--- src/rtl/ex_issue_ctrl_pkg.sv ---
// Shared definitions for the execute-stage issue controller: ALU control codes,
// controller state encodings, EX/MEM record layout and opcode-range helpers.
package ex_issue_ctrl_pkg;

    localparam int XLEN        = 32;
    localparam int CTRL_BITS   = 5;
    localparam int RD_BITS     = 5;
    localparam int MD_TIMEOUT  = 40;
    localparam int MD_CNT_BITS = $clog2(MD_TIMEOUT + 1);

    // Branch/jump codes and mult/div codes each form one contiguous range.
    localparam logic [CTRL_BITS-1:0] ALUCTRL_ADD    = 5'd0;
    localparam logic [CTRL_BITS-1:0] ALUCTRL_SUB    = 5'd1;
    localparam logic [CTRL_BITS-1:0] ALUCTRL_SLL    = 5'd2;
    localparam logic [CTRL_BITS-1:0] ALUCTRL_SLT    = 5'd3;
    localparam logic [CTRL_BITS-1:0] ALUCTRL_SLTU   = 5'd4;
    localparam logic [CTRL_BITS-1:0] ALUCTRL_XOR    = 5'd5;
    localparam logic [CTRL_BITS-1:0] ALUCTRL_SRL    = 5'd6;
    localparam logic [CTRL_BITS-1:0] ALUCTRL_SRA    = 5'd7;
    localparam logic [CTRL_BITS-1:0] ALUCTRL_OR     = 5'd8;
    localparam logic [CTRL_BITS-1:0] ALUCTRL_AND    = 5'd9;
    localparam logic [CTRL_BITS-1:0] ALUCTRL_BEQ    = 5'd10;
    localparam logic [CTRL_BITS-1:0] ALUCTRL_BNE    = 5'd11;
    localparam logic [CTRL_BITS-1:0] ALUCTRL_BLT    = 5'd12;
    localparam logic [CTRL_BITS-1:0] ALUCTRL_BGE    = 5'd13;
    localparam logic [CTRL_BITS-1:0] ALUCTRL_BLTU   = 5'd14;
    localparam logic [CTRL_BITS-1:0] ALUCTRL_BGEU   = 5'd15;
    localparam logic [CTRL_BITS-1:0] ALUCTRL_JAL    = 5'd16;
    localparam logic [CTRL_BITS-1:0] ALUCTRL_JALR   = 5'd17;
    localparam logic [CTRL_BITS-1:0] ALUCTRL_MUL    = 5'd18;
    localparam logic [CTRL_BITS-1:0] ALUCTRL_MULH   = 5'd19;
    localparam logic [CTRL_BITS-1:0] ALUCTRL_MULHSU = 5'd20;
    localparam logic [CTRL_BITS-1:0] ALUCTRL_MULHU  = 5'd21;
    localparam logic [CTRL_BITS-1:0] ALUCTRL_DIV    = 5'd22;
    localparam logic [CTRL_BITS-1:0] ALUCTRL_DIVU   = 5'd23;
    localparam logic [CTRL_BITS-1:0] ALUCTRL_REM    = 5'd24;
    localparam logic [CTRL_BITS-1:0] ALUCTRL_REMU   = 5'd25;

    typedef enum logic [1:0] {
        EXI_RUN     = 2'd0,
        EXI_MD_WAIT = 2'd1,
        EXI_MD_HOLD = 2'd2
    } exi_state_e;

    typedef struct packed {
        logic                valid;
        logic [XLEN-1:0]     result;
        logic [RD_BITS-1:0]  rd;
        logic                wen;
        logic                br_taken;
        logic [XLEN-1:0]     br_target;
    } exm_t;

    typedef struct packed {
        logic [XLEN-1:0]     result;
        logic [RD_BITS-1:0]  rd;
        logic                wen;
    } hold_t;

    function automatic logic in_range(input logic [CTRL_BITS-1:0] c,
                                      input logic [CTRL_BITS-1:0] lo,
                                      input logic [CTRL_BITS-1:0] hi);
        return (c >= lo) && (c <= hi);
    endfunction

    function automatic logic is_md(input logic [CTRL_BITS-1:0] c);
        return in_range(c, ALUCTRL_MUL, ALUCTRL_REMU);
    endfunction

    function automatic logic is_br(input logic [CTRL_BITS-1:0] c);
        return in_range(c, ALUCTRL_BEQ, ALUCTRL_JALR);
    endfunction

endpackage

--- src/rtl/ex_issue_ctrl_if.sv ---
// Execute-stage bus: ID/EX inputs, ALU handshake, memory back-pressure and
// EX/MEM outputs. slave = the issue controller, master = its environment.
interface ex_issue_ctrl_if;

    logic                                        id_valid;
    logic [ex_issue_ctrl_pkg::CTRL_BITS-1:0]     id_alu_ctrl;
    logic [ex_issue_ctrl_pkg::RD_BITS-1:0]       id_rd;
    logic                                        id_wen;
    logic [ex_issue_ctrl_pkg::XLEN-1:0]          id_br_target;
    logic [ex_issue_ctrl_pkg::CTRL_BITS-1:0]     ex_alu_ctrl;
    logic [ex_issue_ctrl_pkg::XLEN-1:0]          alu_result;
    logic                                        alu_is_zero;
    logic                                        alu_md_ready;
    logic                                        mem_stall;
    logic                                        ex_stall;
    logic                                        exm_valid;
    logic [ex_issue_ctrl_pkg::XLEN-1:0]          exm_result;
    logic [ex_issue_ctrl_pkg::RD_BITS-1:0]       exm_rd;
    logic                                        exm_wen;
    logic                                        exm_br_taken;
    logic [ex_issue_ctrl_pkg::XLEN-1:0]          exm_br_target;
    logic                                        md_timeout_err;

    modport slave (
        input  id_valid, id_alu_ctrl, id_rd, id_wen, id_br_target,
        input  alu_result, alu_is_zero, alu_md_ready, mem_stall,
        output ex_alu_ctrl, ex_stall,
        output exm_valid, exm_result, exm_rd, exm_wen, exm_br_taken, exm_br_target,
        output md_timeout_err
    );

    modport master (
        output id_valid, id_alu_ctrl, id_rd, id_wen, id_br_target,
        output alu_result, alu_is_zero, alu_md_ready, mem_stall,
        input  ex_alu_ctrl, ex_stall,
        input  exm_valid, exm_result, exm_rd, exm_wen, exm_br_taken, exm_br_target,
        input  md_timeout_err
    );

endinterface

--- src/rtl/ex_issue_ctrl_ex_mem_reg.sv ---
// EX/MEM pipeline register bank with load enable and a bubble (clear) override.
module ex_mem_reg
    import ex_issue_ctrl_pkg::*;
(
    input  logic clk,
    input  logic rst,
    input  logic load_i,
    input  logic bubble_i,
    input  exm_t d_i,
    output exm_t q_o
);

    exm_t exm_q;

    // Register bank: holds when load_i is low, clears on bubble.
    always_ff @(posedge clk) begin
        if (rst) begin
            exm_q <= '0;
        end else if (load_i) begin
            exm_q <= bubble_i ? '0 : d_i;
        end else begin
            exm_q <= exm_q;
        end
    end

    assign q_o = exm_q;

endmodule

--- src/rtl/ex_issue_ctrl.sv ---
// Execute-stage issue controller: mult/div stall sequencing and EX/MEM capture.
// Optional watchdog on the mult/div wait is enabled by EX_MD_WATCHDOG_EN.
module ex_issue_ctrl
    import ex_issue_ctrl_pkg::*;
(
    input  logic            clk,
    input  logic            rst,
    ex_issue_ctrl_if.slave  bus
);

    exi_state_e             state_q, state_d;
    hold_t                  hold_q, hold_d;
    exm_t                   live_s, exm_d, exm_q;
    logic                   exm_bubble_s;
    logic                   ex_stall_s;
    logic [CTRL_BITS-1:0]   alu_ctrl_s;
    logic                   md_s;
    logic                   taken_s;

`ifdef EX_MD_WATCHDOG_EN
    logic [MD_CNT_BITS-1:0] cnt_q, cnt_d;
    logic                   err_q, err_d;
`endif

    assign md_s    = is_md(bus.id_alu_ctrl);
    assign taken_s = is_br(bus.id_alu_ctrl) & bus.alu_is_zero;

    // Live EX/MEM record for the instruction currently in ID/EX.
    always_comb begin
        live_s.valid     = bus.id_valid;
        live_s.result    = bus.alu_result;
        live_s.rd        = bus.id_rd;
        live_s.wen       = bus.id_wen & bus.id_valid;
        live_s.br_taken  = taken_s & bus.id_valid;
        live_s.br_target = bus.id_br_target;
    end

    // Next-state, stall, ALU control and EX/MEM load selection.
    always_comb begin
        state_d      = state_q;
        hold_d       = hold_q;
        exm_d        = live_s;
        exm_bubble_s = 1'b0;
        ex_stall_s   = 1'b0;
        alu_ctrl_s   = bus.id_valid ? bus.id_alu_ctrl : ALUCTRL_ADD;
`ifdef EX_MD_WATCHDOG_EN
        cnt_d        = cnt_q;
        err_d        = err_q;
`endif
        case (state_q)
            EXI_RUN: begin
`ifdef EX_MD_WATCHDOG_EN
                cnt_d = '0;
`endif
                if (bus.id_valid && md_s) begin
                    ex_stall_s   = 1'b1;
                    exm_bubble_s = 1'b1;
                    state_d      = EXI_MD_WAIT;
                end else begin
                    ex_stall_s   = bus.mem_stall;
                end
            end
            EXI_MD_WAIT: begin
                ex_stall_s = 1'b1;
                if (bus.alu_md_ready) begin
                    if (bus.mem_stall) begin
                        // Park the result so the engine is not restarted on this op.
                        hold_d.result = bus.alu_result;
                        hold_d.rd     = bus.id_rd;
                        hold_d.wen    = bus.id_wen;
                        state_d       = EXI_MD_HOLD;
                    end else begin
                        exm_d.valid    = 1'b1;
                        exm_d.wen      = bus.id_wen;
                        exm_d.br_taken = 1'b0;
                        ex_stall_s     = 1'b0;
                        state_d        = EXI_RUN;
                    end
                end else begin
                    exm_bubble_s = 1'b1;
`ifdef EX_MD_WATCHDOG_EN
                    if (cnt_q == MD_CNT_BITS'(MD_TIMEOUT - 1)) begin
                        err_d         = 1'b1;
                        hold_d.result = '0;
                        hold_d.rd     = bus.id_rd;
                        hold_d.wen    = 1'b0;
                        state_d       = EXI_MD_HOLD;
                    end else begin
                        cnt_d = cnt_q + MD_CNT_BITS'(1);
                    end
`endif
                end
            end
            EXI_MD_HOLD: begin
                alu_ctrl_s      = ALUCTRL_ADD;
                ex_stall_s      = bus.mem_stall;
                exm_d.valid     = 1'b1;
                exm_d.result    = hold_q.result;
                exm_d.rd        = hold_q.rd;
                exm_d.wen       = hold_q.wen;
                exm_d.br_taken  = 1'b0;
                exm_d.br_target = '0;
                if (!bus.mem_stall) begin
                    state_d = EXI_RUN;
                end else begin
                    state_d = EXI_MD_HOLD;
                end
            end
            default: begin
                exm_bubble_s = 1'b1;
                state_d      = EXI_RUN;
            end
        endcase
    end

    // Controller state and park buffer.
    always_ff @(posedge clk) begin
        if (rst) begin
            state_q <= EXI_RUN;
            hold_q  <= '0;
        end else begin
            state_q <= state_d;
            hold_q  <= hold_d;
        end
    end

`ifdef EX_MD_WATCHDOG_EN
    // Wait-cycle counter and sticky timeout flag.
    always_ff @(posedge clk) begin
        if (rst) begin
            cnt_q <= '0;
            err_q <= 1'b0;
        end else begin
            cnt_q <= cnt_d;
            err_q <= err_d;
        end
    end
    assign bus.md_timeout_err = err_q;
`else
    assign bus.md_timeout_err = 1'b0;
`endif

    ex_mem_reg u_ex_mem_reg (
        .clk      (clk),
        .rst      (rst),
        .load_i   (!bus.mem_stall),
        .bubble_i (exm_bubble_s),
        .d_i      (exm_d),
        .q_o      (exm_q)
    );

    assign bus.ex_alu_ctrl   = alu_ctrl_s;
    assign bus.ex_stall      = ex_stall_s;
    assign bus.exm_valid     = exm_q.valid;
    assign bus.exm_result    = exm_q.result;
    assign bus.exm_rd        = exm_q.rd;
    assign bus.exm_wen       = exm_q.wen;
    assign bus.exm_br_taken  = exm_q.br_taken;
    assign bus.exm_br_target = exm_q.br_target;

endmodule

--- src/flat_wrapper.sv ---
// flat-port wrapper written by rule: the top's interface ports become plain ports
module ex_issue_ctrl_flat import ex_issue_ctrl_pkg::*;
  (clk, rst, bus_id_valid, bus_id_alu_ctrl, bus_id_rd, bus_id_wen, bus_id_br_target, bus_alu_result, bus_alu_is_zero, bus_alu_md_ready, bus_mem_stall, bus_ex_alu_ctrl, bus_ex_stall, bus_exm_valid, bus_exm_result, bus_exm_rd, bus_exm_wen, bus_exm_br_taken, bus_exm_br_target, bus_md_timeout_err);
  ex_issue_ctrl_if bus_i ();
  input  logic clk;
  input  logic rst;
  input wire logic [$bits(bus_i.id_valid)-1:0] bus_id_valid;
  input wire logic [$bits(bus_i.id_alu_ctrl)-1:0] bus_id_alu_ctrl;
  input wire logic [$bits(bus_i.id_rd)-1:0] bus_id_rd;
  input wire logic [$bits(bus_i.id_wen)-1:0] bus_id_wen;
  input wire logic [$bits(bus_i.id_br_target)-1:0] bus_id_br_target;
  input wire logic [$bits(bus_i.alu_result)-1:0] bus_alu_result;
  input wire logic [$bits(bus_i.alu_is_zero)-1:0] bus_alu_is_zero;
  input wire logic [$bits(bus_i.alu_md_ready)-1:0] bus_alu_md_ready;
  input wire logic [$bits(bus_i.mem_stall)-1:0] bus_mem_stall;
  output wire logic [$bits(bus_i.ex_alu_ctrl)-1:0] bus_ex_alu_ctrl;
  output wire logic [$bits(bus_i.ex_stall)-1:0] bus_ex_stall;
  output wire logic [$bits(bus_i.exm_valid)-1:0] bus_exm_valid;
  output wire logic [$bits(bus_i.exm_result)-1:0] bus_exm_result;
  output wire logic [$bits(bus_i.exm_rd)-1:0] bus_exm_rd;
  output wire logic [$bits(bus_i.exm_wen)-1:0] bus_exm_wen;
  output wire logic [$bits(bus_i.exm_br_taken)-1:0] bus_exm_br_taken;
  output wire logic [$bits(bus_i.exm_br_target)-1:0] bus_exm_br_target;
  output wire logic [$bits(bus_i.md_timeout_err)-1:0] bus_md_timeout_err;
  assign bus_i.id_valid = bus_id_valid;
  assign bus_i.id_alu_ctrl = bus_id_alu_ctrl;
  assign bus_i.id_rd = bus_id_rd;
  assign bus_i.id_wen = bus_id_wen;
  assign bus_i.id_br_target = bus_id_br_target;
  assign bus_i.alu_result = bus_alu_result;
  assign bus_i.alu_is_zero = bus_alu_is_zero;
  assign bus_i.alu_md_ready = bus_alu_md_ready;
  assign bus_i.mem_stall = bus_mem_stall;
  assign bus_ex_alu_ctrl = bus_i.ex_alu_ctrl;
  assign bus_ex_stall = bus_i.ex_stall;
  assign bus_exm_valid = bus_i.exm_valid;
  assign bus_exm_result = bus_i.exm_result;
  assign bus_exm_rd = bus_i.exm_rd;
  assign bus_exm_wen = bus_i.exm_wen;
  assign bus_exm_br_taken = bus_i.exm_br_taken;
  assign bus_exm_br_target = bus_i.exm_br_target;
  assign bus_md_timeout_err = bus_i.md_timeout_err;
  ex_issue_ctrl u_core (.clk(clk), .rst(rst), .bus(bus_i));
endmodule
--- config.mk ---
export PLATFORM = sky130hd
export DESIGN_NAME = ex_issue_ctrl_flat
export DESIGN_NICKNAME = d
export VERILOG_FILES = /design/src/rtl/ex_issue_ctrl_pkg.sv /design/src/rtl/ex_issue_ctrl_if.sv /design/src/rtl/ex_issue_ctrl_ex_mem_reg.sv /design/src/rtl/ex_issue_ctrl.sv /design/src/flat_wrapper.sv
export SDC_FILE = /design/constraint.sdc
export NUM_CORES = 1
export LEC_CHECK = 0
export CAP_MARGIN = 15
export CORE_MARGIN = 5
export CORE_UTILIZATION = 35
export CTS_BUF_LIST = sky130_fd_sc_hd__clkbuf_16
export DETAILED_ROUTE_END_ITERATION = 8
export PLACE_DENSITY = 0.65
export SETUP_SLACK_MARGIN = 0.1
export SLEW_MARGIN = 40
export SYNTH_ARGS = -nofsm -noshare
export SYNTH_HDL_FRONTEND = slang
export SYNTH_SLANG_ARGS = --single-unit
--- constraint.sdc ---
create_clock -name clk -period 2.7 [get_ports clk]
set_clock_uncertainty 0.2 [all_clocks]
set_input_delay 0.54 -clock clk [delete_from_list [all_inputs] [get_ports clk]]
set_output_delay 0.54 -clock clk [all_outputs]
set_load 0.02 [all_outputs]
# After elaboration in Yosys (flattened, before gate mapping)
# Index checks and enable logic that the tools add are counted.
# W data, S select, Z words.
[totals]
ff_bits = 112
input_bits = 81
out_inout_bits = 79
word_cells = 47
[op_classes]
magnitude_cmp = 4
eq_ne = 4
n_mux = 20
n_bitwise = 3
n_reduce_logical = 6
[op_table]
columns = ["op", "count"]
rows = [
  ["$mux W72", 1],
  ["$mux W37", 1],
  ["$mux W32", 1],
  ["$le A5 B5 Y1 const B", 2],
  ["$mux W5", 2],
  ["$mux W2", 4],
  ["$mux W1", 6],
  ["$pmux W1 S3", 2],
  ["$pmux W2 S3", 1],
  ["$ge A5 B4 Y1 const B", 1],
  ["$ge A5 B5 Y1 const B", 1],
  ["$pmux W2 S2", 1],
  ["$and A1 B1 Y1", 3],
  ["$logic_and A1 B1 Y1", 3],
  ["$reduce_and A3 Y1", 1],
  ["$eq A2 B1 Y1 const B", 1],
  ["$eq A2 B2 Y1 const B", 1],
  ["$logic_not A2 Y1", 1],
  ["$ne A2 B1 Y1 const B", 1],
  ["$ne A2 B2 Y1 const B", 1],
  ["$pmux W1 S2", 1],
  ["$reduce_and A2 Y1", 1],
]

# Logic depth before layout (Yosys ltp)
# Gate-level depths: netlist of the first run.
[logic_depth]
depth_word = 7
depth_mapped = 8
mapped_depth_nobuf = 6

# Modules after synthesis
# From an unflattened synthesis of the first run, not the netlist that was laid out.
[unflattened]
cells_unflattened = 610
area_unflattened_um2 = 5307.6
[modules_own_cells]
columns = ["module", "instances", "cells_each", "area_per_inst_um2"]
rows = [
  ["ex_mem_reg", 1, 319, 2995.4],
  ["ex_issue_ctrl", 1, 291, 2312.2],
]

# Worst setup path before layout of the first run
# OpenSTA, ideal clock, no wires.
[synth_path]
path_kind = "register -> output"
start = "register u_core.state_q[1]"
end = "output port bus_ex_stall"
t_arrival_ns = 1.592
required_time_ns = 1.960
slack_ns = 0.368
path_stages_with_launch = 7
path_buffers = 1
path_cell_list = "dfxtp_1 inv_1 ha_1 nor2b_1 buf_6 o22ai_1 a221oi_1"
[synth_via]
elab_chain_cells = 2
elab_cells_between_ends = 4
cone_classes = "2 x eq/ne; 1 x mux; 1 x reduce/logical"
[synth_lines]
columns = ["element", "line", "text"]
rows = [
  ["start, declared", "ex_issue_ctrl.sv:11", "exi_state_e state_q, state_d;"],
  ["start signal, assigned", "ex_issue_ctrl.sv:122", "state_q <= state_d;"],
  ["$eq A2 B2 Y1, or another cell as far along", "ex_issue_ctrl.sv:50", "case (state_q)"],
  ["$pmux W1 S3 (*)", "ex_issue_ctrl.sv:50", ""],
  ["end, declared", "flat_wrapper.sv:17", "output wire logic [$bits(bus_i.ex_stall)-1:0] bus_ex_stall;"],
]
# Every way passes the cells marked *; elsewhere a longest branch is shown, timed or not.

# Worst setup path after layout of the first run
[layout_path]
start = "input port bus_alu_md_ready"
end = "output port bus_ex_stall"
[layout_via]
elab_chain_cells = 2
[layout_lines]
columns = ["element", "line", "text"]
rows = [
  ["start, declared", "flat_wrapper.sv:14", "input wire logic [$bits(bus_i.alu_md_ready)-1:0] bus_alu_md_ready;"],
  ["$mux W1", "ex_issue_ctrl.sv:65", "if (bus.alu_md_ready) begin"],
  ["$pmux W1 S3", "ex_issue_ctrl.sv:50", ""],
]
# Every way passes these cells.

==> PnR_summary.wiki, run 1 <==
{| class="wikitable"
! Metric !! Value
|-
| Run status || complete, no violations
|-
| Max cap viols || 0
|-
| Post-Syn Area per Cell || 9.63 sq um
|-
| Mean number of vias per cell || 4.75
|-
| Final core utilization || 52.2%
|-
| Worst setup path startpoint || bus_alu_md_ready
|-
| Final number of hold-violating endpoints || 0
|-
| Critical path start-end classification || in -> out
|-
| Static power due to leakage || 2.37 nW
|-
| First-pass GRT wire length || 18800 um
|-
| Worst Path Arrival || 1800 ps
|-
| Total of warnings raised by yosys || 0
|-
| Final count of pins violating max slew || 0
|-
| Power density over the cells || 557 nW/um^2
|-
| Most frequent cells in the layout || sky130_fd_sc_hd__clkdlybuf4s50_1, sky130_fd_sc_hd__nand2_1, sky130_fd_sc_hd__dfxtp_1, sky130_fd_sc_hd__o21ai_2, sky130_fd_sc_hd__a21oi_1
|-
| Number of buffers and inverters on the critical path || 2
|-
| Relative slew slack || 66.3%
|-
| Fraction of layout cells with a size suffix above 1 || 15.0%
|-
| Slowest stage delay, CP || 430 ps
|-
| Min-delay worst type || reg -> reg
|-
| Top cell type by total area after synthesis || sky130_fd_sc_hd__dfxtp_1
|-
| Dominant delay contributor by cell family on the critical path || buffers and inverters
|-
| Drt first pass iters || 4
|-
| Setup slack of the worst register-to-register path || 460 ps
|-
| Number of enable-type register cells in the synthesized netlist || 0
|-
| Clock insertion delay at the later pin of the skew report || 340 ps
|-
| Cells along the critical path || clkdlybuf4s50_1 > nor2b_1 > o22ai_1 > a221oi_2 > buf_4
|-
| Maximum vdd drop || 0.338 mV
|-
| # port buffers || 158
|-
| Initial cell density of the core || 35.5%
|-
| Horizontal die dimension || 123 um
|-
| Setup total negative slack || 0 ps
|-
| Final routed wirelength across all metal layers || 11800 um
|-
| Leading register cell type out of synthesis || sky130_fd_sc_hd__dfxtp_1
|-
| Type of destination of the critical path || output port
|-
| Crit start category || input port
|-
| Area share of the largest cell type after synthesis || 50.5%
|-
| Standard cell with the maximum stage delay on the critical path || sky130_fd_sc_hd__clkdlybuf4s50_1
|-
| Number of DRC violations after detailed routing || 0
|-
| Count of buffers added by post-CTS timing repair for setup || 0
|-
| DRC marker count from the first detailed-route iteration || 140
|-
| Count of antenna diodes in the layout || 0
|-
| Number of antenna-violating nets in the routed design || 0
|-
| # clock sinks || 112
|-
| Main area contributors after synthesis || sky130_fd_sc_hd__dfxtp_1, sky130_fd_sc_hd__nand2_1, sky130_fd_sc_hd__mux2i_1
|-
| IO Pins || 160
|-
| Total via count in the routed design || 3765
|-
| Number of buffers inserted during clock tree synthesis || 9
|-
| Post-synthesis cell type count || 36
|-
| RSZ-0062 raised after global routing || yes
|-
| Commonest non-fill, non-tap cell in the layout || sky130_fd_sc_hd__clkdlybuf4s50_1
|-
| Measured slew at the worst slew-check pin || 505 ps
|-
| Total setup violations reported at the end of the flow || 0
|-
| Critical register-to-register path startpoint || u_core.state_q[1]
|-
| Maximum level of the CTS H-tree || 3
|-
| Overall die area || 15000 sq um
|-
| Root cell of the clock tree || sky130_fd_sc_hd__clkbuf_16
|-
| Number of cells produced by synthesis || 461
|-
| WL per Instance || 14.8 um
|-
| Total routing resource utilization after global routing || 15.8%
|-
| Largest buffer count on any clock path || 2
|-
| Number of placement rows || 41
|-
| Synthesized netlist net count || 546
|-
| Detailed-placement wirelength estimate || 8520 um
|-
| Worst-path clk slew || 70 ps
|-
| Post-layout nets || 703
|-
| P&R area growth vs syn || 47.3%
|-
| Global route overflow || 0
|-
| R2R cell count || 8
|-
| Clock tree from TritonCTS || built
|-
| Proportion of synthesized chip area in sequential cells || 50.5%
|-
| Post-synthesis sequential element count || 112
|-
| Max FO, Critical Path || 3
|-
| Final cycle utilization of the critical path || 94.1%
|-
| Destination of the critical timing path || bus_ex_stall
|-
| Core Footprint || 12500 sq um
|-
| Reg-to-reg critical path endpoint || u_core.u_ex_mem_reg.q_o[65]
|-
| Number of gates on the worst path with buffers counted || 5
|-
| Critical path required time || 1960 ps
|-
| Share of synthesized flip-flops with an asynchronous set or reset || 0%
|-
| Highest clock frequency the design can meet || 394 MHz
|-
| Post-layout minimum cycle time || 2540 ps
|-
| Routability-driven placement congestion ratio || 0.809
|-
| Vias in the first global route || 3766
|-
| Die H || 123 um
|-
| Cell Area, Synth || 4440 sq um
|-
| Pin count of the biggest net entering global routing || 45
|-
| Antenna violations before repair || 0
|}
==> worst reg2reg max path: stages, from the launching register on <==
cell and delay (ps):
sky130_fd_sc_hd__dfxtp_1 370, sky130_fd_sc_hd__inv_1 80, sky130_fd_sc_hd__ha_1 190, sky130_fd_sc_hd__nor2b_1 150
sky130_fd_sc_hd__buf_4 160, sky130_fd_sc_hd__or4_4 430, sky130_fd_sc_hd__or2_4 290, sky130_fd_sc_hd__buf_12 170
sky130_fd_sc_hd__o21ai_2 140
==> where the power goes <==
group          internal (W)  leakage (nW)  switching, W
Combinational      0.000326          1.33      0.000290
Sequential          0.00173         0.915     0.0000385
Clock              0.000701         0.132      0.000555
Total               0.00276          2.37      0.000883
==> kinds of logic (layout without fill, tap and decap cells) <==
logic type      count (synthesis)  in the layout  share of synthesized area [%]
mux                            37             37                           8.35
buf+inv                        39            199                           5.44
simple gates                  145            145                           14.0
other cells                     1              1                         0.0845
fa+ha+maj                       4              4                           1.13
flops                         112            112                           50.5
compound gates                123            123                           20.4
==> cell usage after synthesis (2+ instances only) <==
master                     number
sky130_fd_sc_hd__a21oi_1       40
sky130_fd_sc_hd__a22o_1        32
sky130_fd_sc_hd__and2_1         4
sky130_fd_sc_hd__buf_12         4
sky130_fd_sc_hd__buf_4          4
sky130_fd_sc_hd__buf_6          2
sky130_fd_sc_hd__clkbuf_1      24
sky130_fd_sc_hd__dfxtp_1      112
sky130_fd_sc_hd__ha_1           4
sky130_fd_sc_hd__inv_1          4
sky130_fd_sc_hd__mux2i_1       37
sky130_fd_sc_hd__nand2_1      117
sky130_fd_sc_hd__nand3_1        2
sky130_fd_sc_hd__nor2_1         8
sky130_fd_sc_hd__nor2b_1        3
sky130_fd_sc_hd__o21a_1         2
sky130_fd_sc_hd__o21ai_0        4
sky130_fd_sc_hd__o21ai_2       40
==> layer usage <==
metal,global-route usage (%),vias to the layer above,routed length [um]
met5,0,-,0
met1,19.3,1745,5270
met3,5.67,4,946
li1,-,1895,-
met4,3.36,0,75
met2,27.0,121,5460
==> cell type report <==
class / instances / area, sq um
Timing Repair Buffer: 181 / 1810
Clock inverter: 5 / 50.0
Tap cell: 172 / 215
Multi-Input combinational cell: 310 / 1980
Fill cell: 1175 / 5980
Sequential cell: 112 / 2240
Clock buffer: 9 / 225
Inverter: 4 / 15.0
==> state kept, by name (all words and copies together), names as in the netlist <==
| name | cells |
|---|---|
| u_core.u_ex_mem_reg.q_o | 72 |
| u_core.hold_q | 38 |
| u_core.state_q | 2 |
==> timing repair <==
| action | 4_1_cts | 5_1_grt |
|---|---|---|
| gates cloned | 0 | 0 |
| hold buffers | 0 | 0 |
| endpoints found under the setup margin | 6 | 5 |
| resized for setup | 16 | 9 |
| pin swaps | 0 | 3 |
==> worst min-delay path by stage <==
stage                                      from                     endpoint  slack [ps]  cells past startpoint
floorplan                     u_core.hold_q[10]            u_core.hold_q[10]         240                      2
global placement    u_core.u_ex_mem_reg.q_o[53]  u_core.u_ex_mem_reg.q_o[53]         240                      2
detailed placement  u_core.u_ex_mem_reg.q_o[53]  u_core.u_ex_mem_reg.q_o[53]         240                      2
CTS                           u_core.hold_q[31]            u_core.hold_q[31]         260                      2
global route        u_core.u_ex_mem_reg.q_o[35]  u_core.u_ex_mem_reg.q_o[35]         270                      2
finish              u_core.u_ex_mem_reg.q_o[53]  u_core.u_ex_mem_reg.q_o[53]         250                      2
==> through the flow <==
step	hold WS [ps]	power, W	setup WS (ps)	instances	instance area, sq um
3_5_place_dp	240	0.00243	-535	779	6270
3_3_place_gp	237	0.00242	-398	779	6270
5_1_grt	274	0.00382	59.7	793	6540
6_report	253	0.00364	161	793	6540
2_1_floorplan	236	0.00210	368	461	4440
4_1_cts	258	0.00371	42.2	793	6540
Note: power is estimated with default switching activity, not from simulation.
==> run 2, diff against run 1 <==
Settings changed: PLACE_DENSITY 0.65 to 0.68.
Clock period 2.7 ns to 2.2 ns, I/O delays scaled along.
==> run 2 against run 1 <==
Against the previous run:
- clock power increased by 25%
- critical path type is now reg -> out
- via count is 3.5% higher
- sequential power increased by 23%
- non-clock buffer count grew 20
- utilization up 3.0 points
- hold slack about the same
- the flow now finishes with violations (setup timing)
- worst setup slack worse by 170 ps
- power increased by 26%
- sequential share of layout area fell by 1.8 points
==> PnR_summary.wiki, run 2 (synthesized netlist as in run 1, its figures left out) <==
{| class="wikitable"
! Metric !! Value
|-
| Number of antenna-violating nets in the routed design || 0
|-
| Final instance area || 6910 sq um
|-
| Number of DRC violations after detailed routing || 0
|-
| Global route overflow || 0
|-
| IO Pins || 160
|-
| # clock sinks || 112
|-
| Number of non-filler instances in the completed layout || 815
|-
| Number of instances on the worst hold path || 2
|-
| Setup total negative slack || -8.47 ps
|-
| WL per Instance || 15.6 um
|-
| Drt first pass iters || 4
|-
| P&R area growth vs syn || 55.7%
|-
| Multi-input gate area || 2040 sq um
|-
| Met1 Wirelength || 5580 um
|-
| Max cap viols || 0
|-
| Total area of sequential cells || 2250 sq um
|-
| Filler cells || 1124
|-
| Post-layout nets || 723
|-
| Net switching power || 0.00114 W
|-
| Reg power frac || 47.3%
|-
| Final count of pins violating max slew || 0
|-
| Final cycle utilization of the critical path || 100%
|-
| Root cell of the clock tree || sky130_fd_sc_hd__clkbuf_16
|-
| Type of destination of the critical path || output port
|-
| Most frequent cells in the layout || sky130_fd_sc_hd__clkdlybuf4s50_1, sky130_fd_sc_hd__nand2_1, sky130_fd_sc_hd__dfxtp_1, sky130_fd_sc_hd__a21oi_1, sky130_fd_sc_hd__o21ai_2
|-
| Initial cell density of the core || 35.5%
|-
| Critical path required time || 1560 ps
|-
| # port buffers || 158
|-
| WL met3 || 887 um
|-
| Setup slack of the worst register-to-register path || 10 ps
|-
| Switching part of the total power || 24.9%
|-
| Horizontal die dimension || 123 um
|-
| Uppermost routed layer || met4
|-
| Clock insertion delay at the later pin of the skew report || 350 ps
|-
| Total length of routed met2 wires || 6030 um
|-
| First-pass GRT wire length || 18800 um
|-
| Gate power share || 18.3%
|-
| Max FO, Critical Path || 4
|-
| Clock network power share || 34.4%
|-
| Maximum vdd drop || 0.362 mV
|-
| Total via count in the routed design || 3897
|-
| Measured slew at the worst slew-check pin || 512 ps
|-
| Min-delay worst type || reg -> reg
|-
| Commonest non-fill, non-tap cell in the layout || sky130_fd_sc_hd__clkdlybuf4s50_1
|-
| Number of flip-flops in the largest register || 72
|-
| Placed Cells || 787
|-
| Final routed wirelength across all metal layers || 12700 um
|-
| Internal Power || 0.00345 W
|-
| Highest clock frequency the design can meet || 453 MHz
|-
| Worst Path Arrival || 1570 ps
|-
| Total routing resource utilization after global routing || 16.0%
|-
| Critical path start-end classification || reg -> out
|-
| Relative slew slack || 65.8%
|-
| Antenna violations before repair || 0
|-
| Placement Cell Area || 6350 sq um
|-
| Crit start category || flop
|-
| Worst-path clk slew || 70 ps
|-
| DRC marker count from the first detailed-route iteration || 153
|-
| Pin count of the biggest net entering global routing || 42
|-
| Least setup slack across all paths after layout || -8.47 ps
|-
| Overall die area || 15000 sq um
|-
| Total setup violations reported at the end of the flow || 1
|-
| Largest buffer count on any clock path || 2
|-
| Die H || 123 um
|-
| Mean number of vias per cell || 4.78
|-
| Static power due to leakage || 2.56 nW
|-
| Core Footprint || 12500 sq um
|-
| Detailed-placement wirelength estimate || 8510 um
|-
| Post-layout total power || 0.00459 W
|-
| Final number of hold-violating endpoints || 0
|-
| RSZ-0062 raised after global routing || yes
|-
| Run status || complete, but fails checks
|-
| Post-layout minimum cycle time || 2210 ps
|-
| Power density over the cells || 664 nW/um^2
|-
| R2R cell count || 6
|-
| Clock tree from TritonCTS || built
|-
| Maximum level of the CTS H-tree || 3
|-
| Violated checks || setup timing
|-
| Fraction of layout cells with a size suffix above 1 || 19.6%
|-
| Routability-driven placement congestion ratio || 0.769
|-
| Count of antenna diodes in the layout || 0
|-
| Vias in the first global route || 3710
|-
| Number of placement rows || 41
|-
| Number of buffers inserted during clock tree synthesis || 9
|}
run 2: timing repair:
item                                    CTS  global route
pin swaps                                17             9
buffers inserted                          4             4
endpoints found under the setup margin   78            78
hold buffers                              0             0
hold endpoints to repair                  0             0
gates resized for setup                  51            18
gates cloned                              0             6
run 2: power by group through the flow:
stage               sequential [W]  combinational, W  clock [W]
floorplan                  0.00231          0.000259          0
global placement           0.00221          0.000774          0
detailed placement         0.00222          0.000783          0
CTS                        0.00217          0.000798    0.00162
global route               0.00218          0.000893    0.00171
finish                     0.00217          0.000838    0.00158
run 2: per-stage QoR:
stage               util, %  worst slack [ps]  hold WS [ps]
finish                 55.2             -8.47           253
global route           55.2             -86.6           271
CTS                    53.6             -10.4           256
detailed placement     50.7              -622           240
global placement       50.7              -609           239
floorplan                 -               110           236
run 2: cell type report:
class	count	share of cell area (%)
multi-input combinational	310	29.5
clock inverter	7	0.833
tap	172	3.11
inverter	4	0.253
clock buffer	9	3.26
sequential	112	32.5
timing repair buffer	201	30.5
run 2: critical path, stage by stage, from the launching register on:
cell	delay, ps
sky130_fd_sc_hd__dfxtp_4	360
sky130_fd_sc_hd__buf_6	120
sky130_fd_sc_hd__inv_4	60
sky130_fd_sc_hd__ha_4	160
sky130_fd_sc_hd__o22ai_2	90
sky130_fd_sc_hd__a221oi_2	260
sky130_fd_sc_hd__buf_4	180
run 2: path summary, 6_finish.rpt:
check | from | to
hold / removal | u_core.u_ex_mem_reg.q_o[44] | u_core.u_ex_mem_reg.q_o[44]
setup reg to reg | u_core.state_q[0] | u_core.u_ex_mem_reg.q_o[66]
setup / recovery | u_core.state_q[0] | bus_ex_stall
hold reg to reg | u_core.u_ex_mem_reg.q_o[44] | u_core.u_ex_mem_reg.q_o[44]
run 2: routing by layer:
| layer | vias up | global-route usage (%) |
|---|---|---|
| li1 | 1933 | - |
| met1 | 1833 | 19.7 |
| met2 | 118 | 26.1 |
| met3 | 13 | 4.61 |
| met4 | 0 | 6.93 |
| met5 | - | 0 |
==> run 3, diff against run 2 <==
Settings changed: PLACE_DENSITY 0.68 to 0.65, SLEW_MARGIN 40 to 15.
Clock period 2.2 ns to 2.6 ns, I/O delays scaled along.
==> run 3 against run 2 <==
Against the previous run:
- the run now ends clean
- via count is 2.5% lower
- non-clock buffer count fell by 16
- die area unchanged
- sequential power down 15%
- clock power down 19%
- critical path type is now in -> out
- highest routed layer unchanged
==> PnR_summary.wiki, run 3 (synthesized netlist as in run 1, its figures left out) <==
{| class="wikitable"
! Metric !! Value
|-
| Post-Route Hold Slack || 253 ps
|-
| Reg power frac || 48.7%
|-
| Crit start category || input port
|-
| Post-layout nets || 707
|-
| Largest buffer count on any clock path || 2
|-
| Standard cell with the maximum stage delay on the critical path || sky130_fd_sc_hd__clkdlybuf4s50_1
|-
| Most frequent cells in the layout || sky130_fd_sc_hd__clkdlybuf4s50_1, sky130_fd_sc_hd__nand2_1, sky130_fd_sc_hd__dfxtp_1, sky130_fd_sc_hd__o21ai_2, sky130_fd_sc_hd__a21oi_1
|-
| Final count of pins violating max slew || 0
|-
| Global route overflow || 0
|-
| Clock tree from TritonCTS || built
|-
| IO Pins || 160
|-
| Static power due to leakage || 2.39 nW
|-
| Cells along the critical path || clkdlybuf4s50_1 > buf_4 > nor2b_4 > and2_1 > clkdlybuf4s15_2
|-
| Worst setup slack after placement || -466 ps
|-
| Power density over the cells || 574 nW/um^2
|-
| Number of DRC violations after detailed routing || 0
|-
| Worst Path Arrival || 1750 ps
|-
| RSZ-0062 raised after global routing || yes
|-
| R2R cell count || 8
|-
| Maximum level of the CTS H-tree || 3
|-
| Vias in the first global route || 3789
|-
| Critical path start-end classification || in -> out
|-
| Highest clock frequency the design can meet || 406 MHz
|-
| Number of flip-flops in the largest register || 72
|-
| Max FO, Critical Path || 4
|-
| Overall die area || 15000 sq um
|-
| Total via count in the routed design || 3798
|-
| Commonest non-fill, non-tap cell in the layout || sky130_fd_sc_hd__clkdlybuf4s50_1
|-
| Post-layout minimum cycle time || 2470 ps
|-
| Pin count of the biggest net entering global routing || 60
|-
| WL per Instance || 15.0 um
|-
| Critical register-to-register path startpoint || u_core.state_q[1]
|-
| DRC marker count from the first detailed-route iteration || 148
|-
| Max cap viols || 0
|-
| Number of instances on the worst hold path || 2
|-
| Run status || complete, no violations
|-
| # port buffers || 158
|-
| Clock insertion delay at the later pin of the skew report || 340 ps
|-
| Final core utilization || 52.4%
|-
| Worst-path clk slew || 60 ps
|-
| Filler cells || 1180
|-
| Core Footprint || 12500 sq um
|-
| Mean number of vias per cell || 4.78
|-
| Final routed wirelength across all metal layers || 11900 um
|-
| Total setup violations reported at the end of the flow || 0
|-
| Final cycle utilization of the critical path || 94.8%
|-
| Measured slew at the worst slew-check pin || 635 ps
|-
| Min-delay worst type || reg -> reg
|-
| Number of buffers and inverters on the critical path || 3
|-
| Relative slew slack || 57.7%
|-
| Dominant delay contributor by cell family on the critical path || buffers and inverters
|-
| Clock network power share || 34.1%
|-
| Net switching power || 0.000908 W
|-
| Initial cell density of the core || 35.5%
|-
| Switching part of the total power || 24.1%
|-
| Worst setup path startpoint || bus_id_valid
|-
| Horizontal die dimension || 123 um
|-
| Routability-driven placement congestion ratio || 0.814
|-
| Antenna violations before repair || 0
|-
| # clock sinks || 112
|-
| First-pass GRT wire length || 18800 um
|-
| Critical path required time || 1880 ps
|-
| Gate power share || 17.2%
|-
| Count of antenna diodes in the layout || 0
|-
| Number of antenna-violating nets in the routed design || 0
|-
| Fraction of layout cells with a size suffix above 1 || 15.9%
|-
| P&R area growth vs syn || 47.8%
|-
| Die H || 123 um
|-
| Number of placement rows || 41
|-
| Total routing resource utilization after global routing || 15.9%
|-
| Drt first pass iters || 4
|-
| Number of gates on the worst path with buffers counted || 5
|-
| Maximum vdd drop || 0.351 mV
|-
| Count of hold buffers inserted by post-cts repair || 0
|-
| Internal Power || 0.00286 W
|-
| Detailed-placement wirelength estimate || 8560 um
|-
| Slowest stage delay, CP || 530 ps
|-
| Type of destination of the critical path || output port
|-
| Number of buffers inserted during clock tree synthesis || 9
|-
| Final number of hold-violating endpoints || 0
|-
| Hold path startpoint || u_core.hold_q[3]
|-
| Root cell of the clock tree || sky130_fd_sc_hd__clkbuf_16
|-
| Least setup slack across all paths after layout || 134 ps
|}
-- run 3: changes by cell type in the layout (fill, tap and decap cells not counted), moves of 3 or more --
cell                            before  now
sky130_fd_sc_hd__buf_2               1    4
sky130_fd_sc_hd__buf_6               9    0
sky130_fd_sc_hd__ha_4                3    0
sky130_fd_sc_hd__and2_4              4    0
sky130_fd_sc_hd__and2_1              0    4
sky130_fd_sc_hd__clkbuf_16          14    9
sky130_fd_sc_hd__dlygate4sd2_1       4    0
sky130_fd_sc_hd__buf_4              26   23
-- run 3: repair_timing --
item	4_1_cts	5_1_grt
gates cloned	0	0
buffers inserted	0	0
setup endpoints to repair	6	5
resized for setup	24	10
pin swaps	1	2
-- run 3: worst paths after layout --
check	to	slack (ps)
max reg2reg	u_core.u_ex_mem_reg.q_o[47]	400
min	u_core.hold_q[3]	250
min reg2reg	u_core.hold_q[3]	250
max	bus_ex_alu_ctrl[3]	130
-- run 3: metal layers --
metal / part of all wire [%] / vias up / track usage (%) / routed length [um]
met5: 0 / - / 0 / 0
met4: 1.5 / 0 / 5.95 / 179
met3: 9.0 / 12 / 5.35 / 1080
met2: 45 / 123 / 27.2 / 5420
met1: 44 / 1754 / 18.5 / 5250
li1: - / 1909 / - / -
-- run 3: worst min-delay path, stage by stage, from the launching register on --
cell	delay (ps)
sky130_fd_sc_hd__dfxtp_1	310
sky130_fd_sc_hd__nand2_1	50
sky130_fd_sc_hd__a21oi_1	50
-- run 3: per-stage QoR --
stage                     cells  TNS, ps  total power, W  instance area [sq um]
after floorplan             461        0         0.00218                   4440
after global placement      783    -2000         0.00252                   6280
after detailed placement    783    -4480         0.00253                   6280
after CTS                   795        0         0.00382                   6560
after global routing        795        0         0.00393                   6560
final                       795        0         0.00377                   6560
-- run 3: power groups by stage --
stage               clock [W]  sequential (W)  combinational, W
global placement            0         0.00187          0.000645
finish                0.00128         0.00184          0.000647
CTS                   0.00133         0.00184          0.000657
global route          0.00139         0.00184          0.000692
detailed placement          0         0.00188          0.000653
floorplan                   0         0.00196          0.000218
-- run 3: area by class of cell --
cell class              count  area (sq um)  area share [%]
inverters                   4          15.0           0.229
clock inverters             3          37.5           0.572
repair buffers            185          1830            27.9
well taps                 172           215            3.28
flip-flops and latches    112          2240            34.2
multi-input cells         310          1990            30.4
clock buffers               9           225            3.43
